==> src/rtl/conv_pkg.sv <==
// Shared types, default sizes and element helpers for the conv MAC engine.
package conv_pkg;

    localparam int LANES_DEF   = 4;
    localparam int DATA_W_DEF  = 16;
    localparam int ACC_W_DEF   = 40;
    localparam int OUT_CH_DEF  = 4;
    localparam int ADDR_W_DEF  = 16;
    localparam int SHIFT_W_DEF = 6;
    localparam int SAT_W       = 64;

    typedef struct packed {
        logic valid;
        logic last;
    } beat_ctl_t;

    function automatic int acc_w_min(input int lanes, input int data_w,
                                     input int headroom);
        return 2 * data_w + $clog2(lanes) + headroom;
    endfunction

    // Element 0 sits in the MSBs of a packed vector.
    function automatic int elem_lsb(input int idx, input int n, input int w);
        return (n - 1 - idx) * w;
    endfunction

    function automatic logic signed [SAT_W-1:0] sat_relu(
        input logic signed [SAT_W-1:0] x,
        input int                      data_w,
        input logic                    relu
    );
        logic signed [SAT_W-1:0] hi;
        logic signed [SAT_W-1:0] lo;
        logic signed [SAT_W-1:0] r;
        hi = (64'sd1 <<< (data_w - 1)) - 64'sd1;
        lo = -hi - 64'sd1;
        if (x > hi)
            r = hi;
        else if (x < lo)
            r = lo;
        else
            r = x;
        if (relu && r[SAT_W-1])
            r = '0;
        return r;
    endfunction

endpackage

==> src/rtl/mac_lane_tree.sv <==
// Registered lane multipliers followed by a registered sign-extended sum.
module mac_lane_tree
    import conv_pkg::*;
#(
    parameter int LANES  = LANES_DEF,
    parameter int DATA_W = DATA_W_DEF,
    parameter int ACC_W  = ACC_W_DEF
) (
    input  logic                    clk,
    input  logic                    rst_n,
    input  logic                    en,
    input  logic                    clr,
    input  logic                    in_valid,
    input  logic                    in_last,
    input  logic [LANES*DATA_W-1:0] in_ifm,
    input  logic [LANES*DATA_W-1:0] in_w,
    output logic                    sum_valid,
    output logic                    sum_last,
    output logic signed [ACC_W-1:0] sum,
    output logic                    pipe_busy
);

    localparam int PROD_W = 2 * DATA_W;

    beat_ctl_t                     s1_q, s1_d;
    beat_ctl_t                     s2_q, s2_d;
    logic [LANES-1:0][PROD_W-1:0]  prod_q, prod_d;
    logic signed [ACC_W-1:0]       sum_q, sum_d;
    logic signed [ACC_W-1:0]       tree;

    always_comb begin
        s1_d   = s1_q;
        s2_d   = s2_q;
        prod_d = prod_q;
        sum_d  = sum_q;
        tree   = '0;
        for (int i = 0; i < LANES; i++)
            tree = tree + ACC_W'($signed(prod_q[i]));
        if (clr) begin
            s1_d = '0;
            s2_d = '0;
        end else if (en) begin
            s1_d.valid = in_valid;
            s1_d.last  = in_valid & in_last;
            for (int i = 0; i < LANES; i++) begin
                prod_d[i] =
                    PROD_W'($signed(in_ifm[elem_lsb(i, LANES, DATA_W) +: DATA_W]))
                  * PROD_W'($signed(in_w[elem_lsb(i, LANES, DATA_W) +: DATA_W]));
            end
            s2_d  = s1_q;
            sum_d = tree;
        end
    end

    always_ff @(posedge clk or negedge rst_n) begin
        if (!rst_n) begin
            s1_q   <= '0;
            s2_q   <= '0;
            prod_q <= '0;
            sum_q  <= '0;
        end else begin
            s1_q   <= s1_d;
            s2_q   <= s2_d;
            prod_q <= prod_d;
            sum_q  <= sum_d;
        end
    end

    assign sum_valid = s2_q.valid;
    assign sum_last  = s2_q.last;
    assign sum       = sum_q;
    assign pipe_busy = s1_q.valid | s2_q.valid;

endmodule

==> src/rtl/conv_mac_engine.sv <==
// Streaming MAC engine: lane products, neuron accumulation, requantisation
// and packing of OUT_CH results into addressed output words.
module conv_mac_engine
    import conv_pkg::*;
#(
    parameter int LANES   = LANES_DEF,
    parameter int DATA_W  = DATA_W_DEF,
    parameter int ACC_W   = ACC_W_DEF,
    parameter int OUT_CH  = OUT_CH_DEF,
    parameter int ADDR_W  = ADDR_W_DEF,
    parameter int SHIFT_W = SHIFT_W_DEF
) (
    input  logic                     clk,
    input  logic                     rst_n,
    input  logic                     start,
    input  logic [SHIFT_W-1:0]       cfg_shift,
    input  logic                     cfg_relu,
    input  logic                     in_valid,
    output logic                     in_ready,
    input  logic [LANES*DATA_W-1:0]  in_ifm,
    input  logic [LANES*DATA_W-1:0]  in_w,
    input  logic                     in_last,
    output logic                     out_valid,
    input  logic                     out_ready,
    output logic [OUT_CH*DATA_W-1:0] out_data,
    output logic [ADDR_W-1:0]        out_addr,
    output logic                     busy
);

    localparam int KW = (OUT_CH > 1) ? $clog2(OUT_CH) : 1;
    localparam int OW = OUT_CH * DATA_W;

    // One beat's full product sum must fit; extra headroom is the integrator's call.
    if (ACC_W < acc_w_min(LANES, DATA_W, 0) || ACC_W > SAT_W) begin : g_bad_acc_w
        $error("conv_mac_engine: ACC_W out of range");
    end

    logic                    stall;
    logic                    en;
    logic                    accept;
    logic                    s2_valid;
    logic                    s2_last;
    logic signed [ACC_W-1:0] s2_sum;
    logic                    pipe_busy;

    logic signed [ACC_W-1:0] acc_q, acc_d;
    logic                    acc_open_q, acc_open_d;
    logic [KW-1:0]           k_q, k_d;
    logic [OW-1:0]           pack_q, pack_d;
    logic                    out_valid_q, out_valid_d;
    logic [OW-1:0]           out_data_q, out_data_d;
    logic [ADDR_W-1:0]       out_addr_q, out_addr_d;

    logic signed [ACC_W-1:0] acc_new;
    logic signed [ACC_W-1:0] shifted;
    logic [DATA_W-1:0]       res;
    logic [OW-1:0]           pack_w;
    logic                    last_slot;

    assign stall    = out_valid_q & ~out_ready;
    assign en       = ~stall;
    assign in_ready = rst_n & ~stall;
    assign accept   = in_valid & in_ready & ~start;

    mac_lane_tree #(
        .LANES  (LANES),
        .DATA_W (DATA_W),
        .ACC_W  (ACC_W)
    ) u_tree (
        .clk       (clk),
        .rst_n     (rst_n),
        .en        (en),
        .clr       (start),
        .in_valid  (accept),
        .in_last   (in_last),
        .in_ifm    (in_ifm),
        .in_w      (in_w),
        .sum_valid (s2_valid),
        .sum_last  (s2_last),
        .sum       (s2_sum),
        .pipe_busy (pipe_busy)
    );

    always_comb begin
        acc_new   = (acc_open_q ? acc_q : '0) + s2_sum;
        shifted   = $signed(acc_new) >>> cfg_shift;
        res       = DATA_W'(sat_relu(SAT_W'(shifted), DATA_W, cfg_relu));
        pack_w    = pack_q;
        pack_w[elem_lsb(int'(k_q), OUT_CH, DATA_W) +: DATA_W] = res;
        last_slot = (k_q == KW'(OUT_CH - 1));
    end

    always_comb begin
        acc_d       = acc_q;
        acc_open_d  = acc_open_q;
        k_d         = k_q;
        pack_d      = pack_q;
        out_valid_d = out_valid_q;
        out_data_d  = out_data_q;
        out_addr_d  = out_addr_q;
        if (start) begin
            acc_d       = '0;
            acc_open_d  = 1'b0;
            k_d         = '0;
            pack_d      = '0;
            out_valid_d = 1'b0;
            out_addr_d  = '0;
        end else if (!stall) begin
            if (out_valid_q) begin
                out_valid_d = 1'b0;
                out_addr_d  = out_addr_q + ADDR_W'(1);
            end
            if (s2_valid) begin
                acc_d      = acc_new;
                acc_open_d = ~s2_last;
                if (s2_last) begin
                    pack_d = pack_w;
                    if (last_slot) begin
                        k_d         = '0;
                        out_valid_d = 1'b1;
                        out_data_d  = pack_w;
                    end else begin
                        k_d = k_q + KW'(1);
                    end
                end
            end
        end
    end

    always_ff @(posedge clk or negedge rst_n) begin
        if (!rst_n) begin
            acc_q       <= '0;
            acc_open_q  <= 1'b0;
            k_q         <= '0;
            pack_q      <= '0;
            out_valid_q <= 1'b0;
            out_data_q  <= '0;
            out_addr_q  <= '0;
        end else begin
            acc_q       <= acc_d;
            acc_open_q  <= acc_open_d;
            k_q         <= k_d;
            pack_q      <= pack_d;
            out_valid_q <= out_valid_d;
            out_data_q  <= out_data_d;
            out_addr_q  <= out_addr_d;
        end
    end

    assign out_valid = out_valid_q;
    assign out_data  = out_data_q;
    assign out_addr  = out_addr_q;
    assign busy      = pipe_busy | (k_q != '0) | out_valid_q | acc_open_q;

endmodule

==> config.mk <==
export PLATFORM = sky130hd
export DESIGN_NAME = conv_mac_engine
export DESIGN_NICKNAME = d
export VERILOG_FILES = /design/src/rtl/conv_pkg.sv /design/src/rtl/mac_lane_tree.sv /design/src/rtl/conv_mac_engine.sv
export SDC_FILE = /design/constraint.sdc
export NUM_CORES = 2
export LEC_CHECK = 0
export ABC_AREA = 1
export CAP_MARGIN = 20
export CORE_MARGIN = 5
export CORE_UTILIZATION = 30
export CTS_CLUSTER_SIZE = 14
export DETAILED_ROUTE_END_ITERATION = 7
export PLACE_DENSITY = 0.42
export SETUP_SLACK_MARGIN = 0.5
export SLEW_MARGIN = 20
export SYNTH_ARGS = -nofsm -noshare
export SYNTH_HDL_FRONTEND = slang
export SYNTH_SLANG_ARGS = --single-unit
==> constraint.sdc <==
create_clock -name clk -period 6.4 [get_ports clk]
set_clock_uncertainty 0.1 [all_clocks]
set_input_delay 0.96 -clock clk [delete_from_list [all_inputs] [get_ports clk]]
set_output_delay 0.96 -clock clk [all_outputs]
set_load 0.02 [all_outputs]
Word-level counts from Yosys, hierarchy flattened
Index checks and enable logic that the tools add are counted.
{"block": "op_classes", "shift": 3, "addsub": 8, "multipliers": 4, "reduce_logical": 10, "eq_ne": 2, "n_mux": 32, "n_lt_le_gt_ge": 2, "bitwise_logic": 13}
{"operator": "64-bit two-way mux", "n": 6}
{"operator": "40-bit two-way mux", "n": 4}
{"operator": "16-bit by 16-bit multiplier with 32-bit output", "n": 4}
{"operator": "64-bit bitwise mux", "n": 1}
{"operator": "16-bit two-way mux", "n": 4}
{"operator": "16-bit by 33-bit variable shift with 64-bit output (first input constant)", "n": 1}
{"operator": "16-bit by 33-bit indexed part select with 64-bit output", "n": 1}
{"operator": "40-bit by 32-bit adder with 40-bit output", "n": 1}
{"operator": "40-bit adder", "n": 1}
{"operator": "40-bit by 16-bit > comparator with 1-bit output (second input constant)", "n": 1}
{"operator": "40-bit by 16-bit < comparator with 1-bit output (second input constant)", "n": 1}
{"operator": "40-bit by 6-bit >>> shifter with 40-bit output", "n": 1}
{"operator": "33-bit by 32-bit adder with 34-bit output", "n": 1}
{"operator": "32-bit by 32-bit adder with 33-bit output", "n": 1}
{"operator": "7-bit negation with 33-bit output", "n": 1}
{"operator": "2-bit two-way mux", "n": 9}
{"operator": "16-bit by 1-bit adder with 16-bit output (second input constant)", "n": 1}
{"operator": "1-bit two-way mux", "n": 8}
{"operator": "2-bit nonzero test", "n": 4}
{"operator": "2-bit AND reduction", "n": 3}
{"operator": "1-bit bitwise AND", "n": 5}
{"operator": "5-bit AND reduction", "n": 1}
{"operator": "1-bit inverter", "n": 4}
{"operator": "1-bit bitwise OR", "n": 4}
{"operator": "other kinds (6)", "n": 6}
{"block": "totals", "out_inout_bits": 83, "wordCells": 90, "input_bits": 141, "ff_bits": 360}

Longest topological paths before layout
{"block": "depth", "word_depth": 14, "ltp_mapped": 41, "depth_no_buf": 39}

Cells and area by module
A second synthesis with hierarchy kept.
{"block": "unflattened", "hier_cells": 9203, "area_unflattened_um2": 67028.0}
{"mod": "mac_lane_tree", "area_each_um2": 52475.3, "cells_each": 6871, "n_inst": 1, "seq_area_each_um2": 4179.0}
{"mod": "conv_mac_engine", "area_each_um2": 14552.7, "cells_each": 2332, "n_inst": 1, "seq_area_each_um2": 4704.5}

Worst setup path before layout
OpenSTA, ideal clock, no wires.
{"block": "synth_timing", "path_kind": "input-to-reg", "startpoint": "input in_w[1]", "endpoint": "register u_tree.prod_q[126] (netlist bit)", "required_time_ns": 6.182, "path_buffers": 2, "path_stages": 31, "setup_slack_ns": -0.621, "setup_ns": 0.118, "arrival_time_ns": 6.803, "path_cell_list": "clkbuf_1 -> clkbuf_1 -> nand2_1 -> fa_1 -> inv_1 -> fa_1 -> inv_1 -> fa_1 -> fa_1 -> inv_1 -> fa_1 -> inv_1 -> fa_1 -> inv_1 -> ha_1 -> a21oi_1 -> inv_1 -> a21oi_1 -> inv_1 -> nand2_1 -> nand2_1 -> a21boi_1 -> o21bai_1 -> a21boi_1 -> o21ai_0 -> a21boi_1 -> nor2_1 -> o21ai_1 -> nand3_1 -> nand3_1 -> nand2_1"}
{"block": "synth_via", "elab_chain_len": 1}
{"element": "start, declared", "line": "conv_mac_engine.sv:21", "text": "input logic [LANES*DATA_W-1:0] in_w,"}
{"element": "16-bit by 16-bit multiplier with 32-bit output", "line": "mac_lane_tree.sv:48", "text": "* PROD_W'($signed(in_w[elem_lsb(i, LANES, DATA_W) +: DATA_W]));"}
{"element": "end signal, assigned", "line": "mac_lane_tree.sv:64", "text": "prod_q <= prod_d;"}
{"element": "end, declared", "line": "mac_lane_tree.sv:27", "text": "logic [LANES-1:0][PROD_W-1:0] prod_q, prod_d;"}
No other way between the ends.
A chain may end at the register's enable or synchronous reset.

Worst setup path in the final report
{"block": "layout_timing", "startpoint": "input in_w[1]", "endpoint": "register u_tree.prod_q[123] (netlist bit)"}
Same word-level chain as after synthesis.

==> out/qor.txt <==
status -> finished, final reports clean
Setup crit start kind -> input port
initial antenna violation count -> 0
crit-path max FO -> 5
area leader, netlist -> fa_1
DR vias/cell -> 4.45
critical path class -> in -> reg
minimum clock period -> 6100 ps
share of post-route cells with drive strength above 1 -> 20.6%
Reg clk slew, reported paths -> 60 ps
# fillers -> 21700
hold slack -> 199 ps
grt ovf -> 0
# hold bufs at CTS -> 0
worst reg2reg setup slack -> 870 ps
Yosys reg bits -> 360
row count -> 168
HPWL after DPL -> 160 mm
Final Cell Area -> 80700 sq um
Achievable Freq -> 164 MHz
P&R area growth vs syn -> 28.2%
Initial Utilization -> 30.1%
CTS max path bufs -> 3
CTS root buffer -> clkbuf_16
TritonCTS buffer count -> 46
main flop type after synthesis -> dfrtp_1
EDFF count, synth -> 0
Min-Delay Path Class -> in -> async
die height -> 468 microns
Port Buffers -> 223
Async SR Flop Fraction -> 100%
Seq. cell area -> 9010 sq um
area share of the largest cell type after synthesis -> 34.4%
final setup vio count -> 0
Hold Vio Cnt, Final -> 0
Tcrit/Tclk final -> 95.3%
GRT Util Overall -> 18.1%
syn avg cell area -> 7.77 sq um
Final Max Tran Viols -> 0
Worst-Skew Late Latency -> 630 ps
total die area -> 219000 sq um
top post-synthesis cells by area -> fa_1, dfrtp_1, nand2_1
clock sink total -> 360
# IOs -> 224
wire per inst -> 16.5 microns
max_slew headroom -> 25.7%
Multi-input gate area -> 48200 sq um
MaxCap Viol Count -> 0
Crit. End Element -> flip-flop
TritonRoute pass-1 iters -> 5
initial DRC count -> 2674
RSZ-0062 raised after global routing -> yes
Arrival @ worst endpoint -> 6490 ps
H-tree levels -> 2
Post-Route WL -> 196 mm
syn_nets -> 9768
Antenna Nets Post-Route -> 0
YS warnings -> 0
vias -> 53000
Placer Congestion -> 0.881
Worst Tran Pin Value -> 1100 ps
final setup margin -> 304 ps
Distinct cells, synth -> 55
Crit Reg-Reg Endpoint -> u_tree.sum[33]
residual DRC count -> 0
number of global-route vias before repair -> 56600
CTS tree -> yes
core area -> 209000 sq um
pre-CTS WS -> -851 ps
Die Wd -> 468 microns
first-pass GRT wire length -> 318 mm
Worst Reg2Reg Path Length in Cells -> 28
area post-placement -> 74600 sq um
largest net degree at the start of global routing -> 149
post-synthesis sequential area ratio -> 14.3%
RR Startpoint -> u_tree.prod_q[3]
ANT cells -> 0
Synth Cell Area -> 62900 sq um
Mapped Cells -> 8104
critical path required time -> 6790 ps
nets -> 10700
==> worst max-delay path by stage <==
stage | from | end | depth (start not counted)
floorplan | in_w[3] | u_tree.prod_q[126] | 31
global placement | in_ifm[8] | u_tree.prod_q[126] | 31
detailed placement | in_ifm[8] | u_tree.prod_q[126] | 31
CTS | in_ifm[7] | u_tree.prod_q[126] | 32
global route | in_w[4] | u_tree.prod_q[126] | 33
finish | in_w[1] | u_tree.prod_q[123] | 28
==> worst max-delay path, cell delays in order <==
cell and delay (ps):
buf_6 70, buf_12 110, buf_8 110, nand2_4 40, fa_1 540, inv_2 40
fa_1 540, inv_1 60, fa_1 510, inv_2 40, fa_1 560, inv_2 40
fa_1 500, inv_1 50, fa_1 550, ha_4 220, buf_4 120, buf_4 140
a21oi_2 160, o21ai_4 90, a21oi_2 190, o21ai_2 100, a21oi_2 180, o21ai_2 110
buf_4 150, buf_6 110, xnor2_2 100, o21ai_1 60
==> cells in the mapped netlist, types with 6 or more instances <==
library cell	n
nand4_1	16
fa_1	1083
a21o_1	8
inv_2	6
o21ai_2	11
nor4_1	9
a21boi_0	8
dfrtp_1	360
nor3_1	31
a21oi_1	254
buf_2	26
buf_1	12
mux2i_1	6
o21ai_0	286
nor2_1	193
or2_2	70
o31ai_1	6
o211ai_1	14
o221ai_1	8
a31oi_1	46
nor2_2	6
nand2_4	8
nand3_2	22
o21ai_1	17
ha_1	440
clkbuf_1	276
o21bai_1	13
o21a_1	8
nand3_1	304
a21boi_1	9
nand2_1	2399
xnor2_1	104
nand2_2	26
inv_1	1866
xor2_1	105
==> cells in the final DEF (no fill, tap or decap), types with 10 or more instances in the layout <==
cell	instances
buf_4	815
xnor2_1	97
nand3_1	296
buf_8	18
inv_2	117
fa_2	52
xor2_1	99
o21ai_2	33
nor3_1	23
clkbuf_2	19
nand2_2	120
nand2_1	2259
a21boi_2	10
buf_6	121
dfrtp_1	359
or2_4	11
clkbuf_16	48
inv_1	1754
ha_4	67
or2_2	59
a31oi_1	42
ha_2	11
clkdlybuf4s15_1	10
ha_1	362
a21oi_4	12
dlygate4sd2_1	36
nand3_2	30
buf_2	24
nor2_2	15
o211ai_1	14
a21oi_1	181
a21oi_2	64
clkdlybuf4s50_1	99
o21ai_1	39
nand2_4	54
buf_12	82
fa_1	1031
o21ai_0	238
nand4_1	16
nor2_1	176
==> kinds of logic (layout without fill, tap and decap cells) <==
logic type / Yosys count / after routing / synth area share, %
AO/OA/AOI/OAI: 712 / 712 / 6.25
adder cells (fa/ha/maj): 1523 / 1523 / 43.2
buffers and inverters: 2198 / 3202 / 13.2
flip-flops: 360 / 360 / 14.3
AND/OR/NAND/NOR: 3096 / 3096 / 20.0
multiplexers: 6 / 6 / 0.0954
XOR/XNOR: 209 / 209 / 2.91
==> stage by stage <==
step                      utilization [%]  setup TNS [ps]  std cells
after CTS                            37.7               0      11900
after global routing                 38.6               0      11900
after floorplan                         -            -112       8104
after global placement               35.7          -34170      11600
final                                38.6               0      11900
after detailed placement             35.7          -35030      11600
==> repair_timing <==
item,CTS,global route
setup endpoints to repair,87,199
pin swaps,222,275
buffers inserted,205,62
resized for setup,565,440
gates cloned,10,1
==> final cells by class <==
cell class	count	share of cell area, %
repair buffers	1245	14.2
clock buffers	65	1.65
clock inverters	15	0.228
inverters	1877	8.74
multi-input cells	5546	59.7
flip-flops and latches	360	11.2
well taps	2805	4.35
==> routing by layer <==
layer	track usage, %	up-vias	wire [microns]
li1	-	26000	-
met5	0	-	0
met1	26.0	26100	94500
met3	1.21	141	5660
met2	30.7	785	92800
met4	2.65	0	3070
==> sequential cells by signal (all words and copies together), names as in the netlist <==
name              cells
u_tree.prod_q       128
out_data             64
pack_q               64
acc_q                40
u_tree.sum           40
out_addr             16
k_q                   2
u_tree.s1_q           2
acc_open_q            1
out_valid             1
u_tree.sum_last       1
u_tree.sum_valid      1
Power is not shown: default switching activity piles up to over one toggle a cycle in this logic, so the estimate is an artifact.
